--- src/rtl/mesh_term_arbiter.sv ---
// mesh_term_arbiter: round-robin injection arbiter that feeds one mesh terminal
// input port from NUM_REQ local packet sources. One packet is held in a holding
// register and offered on pndng_o/data_o until the router pops it (popin_i).
// A sticky timeout flag is raised when the router leaves an offer unpopped too long.
// Optional feature macro: ARB_STATS_EN adds saturating per-requester grant counters
// on grant_cnt_o.
module mesh_term_arbiter #(
    parameter int NUM_REQ   = 4,
    parameter int PAKG_SIZE = 32,
    parameter int TIMEOUT   = 1024
) (
    input  logic                         clk_i,
    input  logic                         rst_i,
    input  logic [NUM_REQ-1:0]           req_valid_i,
    input  logic [NUM_REQ*PAKG_SIZE-1:0] req_data_i,
    output logic [NUM_REQ-1:0]           req_ready_o,
    output logic                         pndng_o,
    output logic [PAKG_SIZE-1:0]         data_o,
    input  logic                         popin_i,
    output logic [$clog2(NUM_REQ)-1:0]   grant_id_o,
    output logic                         timeout_o
`ifdef ARB_STATS_EN
    ,
    output logic [NUM_REQ*16-1:0]        grant_cnt_o
`endif
);

    localparam int IDW = $clog2(NUM_REQ);
    localparam int WCW = $clog2(TIMEOUT + 1);

    typedef enum logic {
        IDLE  = 1'b0,
        OFFER = 1'b1
    } state_e;

    state_e               state_q, state_d;
    logic [PAKG_SIZE-1:0] data_q, data_d;
    logic [IDW-1:0]       grant_id_q, grant_id_d;
    logic [IDW-1:0]       last_q, last_d;
    logic [WCW-1:0]       wait_q, wait_d;
    logic                 timeout_q, timeout_d;

    logic [IDW-1:0]       win_idx;
    logic [IDW-1:0]       cand;
    logic                 win_found;
    logic                 capture;
    logic [PAKG_SIZE-1:0] win_data;

    // Round-robin search starting one past the last winner; first valid requester wins.
    always_comb begin
        win_found = 1'b0;
        win_idx   = '0;
        cand      = '0;
        for (int i = 1; i <= NUM_REQ; i++) begin
            cand = IDW'((int'(last_q) + i) % NUM_REQ);
            if (!win_found && req_valid_i[cand]) begin
                win_found = 1'b1;
                win_idx   = cand;
            end
        end
    end

    // Select the winner's packet; only feeds the holding register, never the ready path.
    always_comb begin
        win_data = '0;
        for (int k = 0; k < NUM_REQ; k++) begin
            if (win_idx == IDW'(k)) begin
                win_data = req_data_i[k*PAKG_SIZE +: PAKG_SIZE];
            end
        end
    end

    // A capture may happen when the holding register is empty or is being popped this cycle.
    assign capture = win_found && ((state_q == IDLE) || popin_i);

    // One-hot ready to the winner; forced low while reset is asserted.
    always_comb begin
        req_ready_o = '0;
        if (rst_i && capture) begin
            req_ready_o[win_idx] = 1'b1;
        end
    end

    // Next-state logic: capture/retire the held packet and track unpopped offer cycles.
    always_comb begin
        state_d    = state_q;
        data_d     = data_q;
        grant_id_d = grant_id_q;
        last_d     = last_q;
        wait_d     = wait_q;
        timeout_d  = timeout_q;

        if (capture) begin
            state_d    = OFFER;
            data_d     = win_data;
            grant_id_d = win_idx;
            last_d     = win_idx;
        end else if ((state_q == OFFER) && popin_i) begin
            state_d = IDLE;
        end

        // The flag rises on the edge at which the count of unpopped offer cycles
        // reaches TIMEOUT; the counter saturates there and the offer continues.
        if ((state_q == OFFER) && !popin_i) begin
            if (wait_q != WCW'(TIMEOUT)) begin
                wait_d = wait_q + 1'b1;
            end
            if (wait_q >= WCW'(TIMEOUT - 1)) begin
                timeout_d = 1'b1;
            end
        end else begin
            wait_d = '0;
        end
    end

    // State and holding registers; reset discards any held packet immediately.
    always_ff @(posedge clk_i or negedge rst_i) begin
        if (!rst_i) begin
            state_q    <= IDLE;
            data_q     <= '0;
            grant_id_q <= '0;
            last_q     <= IDW'(NUM_REQ - 1);
            wait_q     <= '0;
            timeout_q  <= 1'b0;
        end else begin
            state_q    <= state_d;
            data_q     <= data_d;
            grant_id_q <= grant_id_d;
            last_q     <= last_d;
            wait_q     <= wait_d;
            timeout_q  <= timeout_d;
        end
    end

    assign pndng_o    = (state_q == OFFER);
    assign data_o     = data_q;
    assign grant_id_o = grant_id_q;
    assign timeout_o  = timeout_q;

`ifdef ARB_STATS_EN
    logic [NUM_REQ-1:0][15:0] cnt_q, cnt_d;

    // Per-requester grant counters, saturating at all-ones.
    always_comb begin
        cnt_d = cnt_q;
        for (int k = 0; k < NUM_REQ; k++) begin
            if (capture && (win_idx == IDW'(k)) && (cnt_q[k] != 16'hFFFF)) begin
                cnt_d[k] = cnt_q[k] + 16'd1;
            end
        end
    end

    // Grant counter registers.
    always_ff @(posedge clk_i or negedge rst_i) begin
        if (!rst_i) begin
            cnt_q <= '0;
        end else begin
            cnt_q <= cnt_d;
        end
    end

    assign grant_cnt_o = cnt_q;
`endif

endmodule

--- config.mk ---
export PLATFORM = sky130hd
export DESIGN_NAME = mesh_term_arbiter
export DESIGN_NICKNAME = d
export VERILOG_FILES = /design/src/rtl/mesh_term_arbiter.sv
export SDC_FILE = /design/constraint.sdc
export NUM_CORES = 1
export LEC_CHECK = 0
export ABC_AREA = 1
export BUFFER_PORTS_ARGS = -buffer_cell sky130_fd_sc_hd__buf_2
export CORE_ASPECT_RATIO = 1.4
export CORE_MARGIN = 8
export CORE_UTILIZATION = 51
export DETAILED_ROUTE_END_ITERATION = 16
export HOLD_SLACK_MARGIN = 0.12
export PLACE_DENSITY = 0.87
export REMOVE_ABC_BUFFERS = 1
export SYNTH_ARGS = -nofsm -noshare
export SYNTH_HDL_FRONTEND = slang
export SYNTH_SLANG_ARGS = --single-unit
export TNS_END_PERCENT = 20
--- constraint.sdc ---
create_clock -name clk_i -period 5 [get_ports clk_i]
set_input_delay 0.5 -clock clk_i [delete_from_list [all_inputs] [get_ports clk_i]]
set_output_delay 0.5 -clock clk_i [all_outputs]
set_load 0.01 [all_outputs]
==> impl_metrics.yaml <==
cts:
  cts-root-buf: "clkbuf_8"
  cts_sinks: 49
  cts-buffers-inserted: 5
  cts.repair.resized: 0
  cts_setup_buffers: 0
  path_clk_slew_ns: 0.09
  htreeDepth: 2
  hold_buffers: 0
  clk_latency_ns: 0.31
  cts_tree: "built"
  cts_buffer_depth: 2
worst_hold_path:
  min_path_type: "input pin to asynchronous set/reset pin"
timing:
  worstMarginPinSlew_ns: 0.9206
  rsz0062_at_grt: "no"
  post-route-min-period_ns: 3.745
  finClkSkew_ns: 0.005481
  maxSlewViolCount: 0
  hold_viol: 0
  layout_setup_ws_ns: 1.255
  max-slew-margin-rel_pct: 38.40
  fmax_ghz: 0.2670
  finalCritPeriodShare_pct: 74.90
  setup_viol: 0
  setup_tns_ns: 0
yosys:
  ys_seq_area_share_pct: 33.86
  yosysWarningCount: 0
  ys_seq_elements: 49
  yosysTopAreaCell: "dfrtp_1"
  synth-compound-area-share_pct: 9.552
  netlist.area_leader.share_pct: 32.41
  synth_xor_area_share_pct: 0
  synth-async-reset-ratio_pct: 100.0
  netlist_area_sq_mm: 0.003628
  synth_cells: 532
  ys.flop_type: "dfrtp_1"
  synthAdderAreaFrac_pct: 0.6897
  synth_edf_count: 0
  synth-simple-area-share_pct: 42.93
  synth_cell_types: 35
  synth_top_family_by_area: "simple AND/OR/NAND/NOR gates"
  synth.area.top_cells: "dfrtp_1 32%, nand2_1 18%, nand3_1 8.6%"
  syn_area_per_cell_sq_um: 6.820
  synthMuxAreaShare_pct: 0
global_routing:
  grt_max_degree: 68
  grt.overflow.total: 0
  grt_pass1_vias: 4078
  antenna_found_initial: 0
  grt_use_total_pct: 21.77
  grt_pass1_wl_um: 17960
drt:
  wl_per_cell_um: 14.34
  wl_um: 11170
  drtAntennaViolNets: 0
  vias: 4052
  drt_iter0_drc: 230
  drc_errors: 0
  drtPass1Iterations: 4
  viasPerCell: 5.202
critical_path:
  cp_common_cell: "nand2_2"
  arrival_ns: 3.25
  r2r_end: "data_o[24]"
  critPathTopFamily: "simple AND/OR/NAND/NOR gates"
  r2r_cells: 14
  cp.required_ns: 4.50
  path_buf_inv: 2
  path_cells: "inv_2 -> nand2_1 -> nand2_1 -> nand2_2 -> nand2_2 -> nor2_4 -> nand4_4 -> nand3_4 -> nand2_2 -> nor2_1 -> buf_2"
  critical_path_peak_fanout: 67
  startpoint_type: "flip-flop"
  crit_path_end_kind: "output port"
  cp-endpoint: "req_ready_o[3]"
  crit_slowest_cell: "dfstp_2"
  path_class: "flip-flop to output port"
  r2r_slack_ns: 1.63
  cpPeakStageDelay_ns: 0.70
  cp.depth: 11
  rr_startpoint: "last_q[0]"
  crit_start: "last_q[0]"
cells_and_area:
  fin_cells: 779
  final_util_pct: 64.39
  antennaDiodeCount: 0
  nets: 820
  final_layout_size_suffix_gt1_share_pct: 32.89
  syn2layout_area_growth_pct: 23.10
place:
  dp.cells: 771
  post-dp-hpwl_um: 8353
  io_buffers: 174
  place.gp.congestion: 0.8782
  dp_worst_setup_slack_ns: 1.609
die:
  dieArea_sq_mm: 0.01011
  rows: 36
  initial_utilization_pct: 52.31
  num_io_pins: 175
  die_width_um: 87.29
  core_sq_mm: 0.006937
  fp.dieH_um: 115.8
power:
  p_sw_share_pct: 57.31
  sequentialPowerShare_pct: 19.7
  p_int_uw: 1497
  switching_power_uw: 2010
  total_power_uw: 3507
  peakVddDrop_mv: 0.4643
  cellPowerDensity_mw_per_mm2: 785.2
  leakage_uw: 0.002504
  p_comb_share_pct: 73.6
  clkPwrFrac_pct: 6.7
run:
  cap_viol_max_count: 0
run_status:
  status: "complete, no violations"
## logic make-up (layout without fill, tap and decap cells)
kind of cell	Yosys count	after routing
simple gates	337	337
buf+inv	89	241
compound gates	55	55
flops	49	49
fa+ha+maj	2	2
## registers in the layout (all words and copies together) (netlist names)
signal / count
last_q: 2
grant_id_o: 2
timeout_o: 1
pndng_o: 1
wait_q: 11
data_o: 32
## cell usage in the layout (no fill, tap or decap), drive strengths merged
master,Yosys,routed
nand2,184,184
buf,27,177
nand3,69,69
inv,54,54
dfrtp,47,47
nor2,39,39
nand4,33,33
o21ai,32,32
a21oi,20,20
nor3,7,7
clkbuf,6,5
clkinv,2,4
nor3b,2,2
ha,2,2
dfstp,2,2
a21boi,1,1
nand3b,1,1
o21bai,1,1
a211oi,1,1
nor4,1,1
or2,1,1
clkinvlp,0,1
## final cells by class
class | count | area [sq um]
fillers | 647 | 2470
multi-input cells | 394 | 1929
flip-flops and latches | 49 | 1229
repair buffers | 177 | 893.4
inverters | 56 | 210.2
well taps | 95 | 118.9
clock buffers | 5 | 68.82
clock inverters | 3 | 17.52
## synth_stat cells, types with 2 or more instances
| library cell | instances |
|---|---|
| a21oi_1 | 13 |
| o21ai_2 | 8 |
| nand2_1 | 178 |
| buf_2 | 9 |
| nand2_2 | 6 |
| nand3_2 | 6 |
| nor2_4 | 3 |
| o21ai_0 | 20 |
| a21oi_2 | 6 |
| dfstp_2 | 2 |
| inv_2 | 4 |
| nor3_1 | 7 |
| inv_1 | 50 |
| nand4_1 | 32 |
| nor2_1 | 36 |
| ha_1 | 2 |
| clkinv_1 | 2 |
| clkbuf_1 | 6 |
| nand3_1 | 62 |
| dfrtp_1 | 47 |
| o21ai_1 | 4 |
| nor3b_1 | 2 |
| buf_4 | 6 |
| buf_6 | 10 |
## power by group through the flow
stage / clock network (uW) / logic [uW] / registers (uW)
final: 236 / 2580 / 690
after detailed placement: 0 / 2590 / 695
after CTS: 238 / 2600 / 689
after global placement: 0 / 2510 / 688
after global routing: 249 / 2940 / 707
after floorplan: 0 / 1790 / 747
## per-layer routing
layer | wire, um | vias to the layer above | GRT usage, %
met5 | 0 | - | 0
met4 | 154 | 0 | 7.143
met3 | 703 | 12 | 4.897
met2 | 5886 | 143 | 40.26
met1 | 4422 | 1876 | 23.54
li1 | - | 2021 | -
## worst min path at each step
stage / start / endpoint / depth (start not counted)
finish: rst_i / data_o[18] / 2
global placement: data_o[25] / data_o[25] / 2
floorplan: rst_i / data_o[0] / 0
CTS: rst_i / data_o[18] / 2
global route: rst_i / data_o[18] / 2
detailed placement: data_o[24] / data_o[24] / 2
## per-stage QoR
stage / hold WS [ns] / area, sq um
2_1_floorplan: 0.2044 / 3368
3_3_place_gp: 0.4585 / 4380
3_5_place_dp: 0.4610 / 4380
4_1_cts: 0.3150 / 4467
5_1_grt: 0.3386 / 4467
6_report: 0.2699 / 4467
No activity file was read; power rests on OpenSTA's default activity.
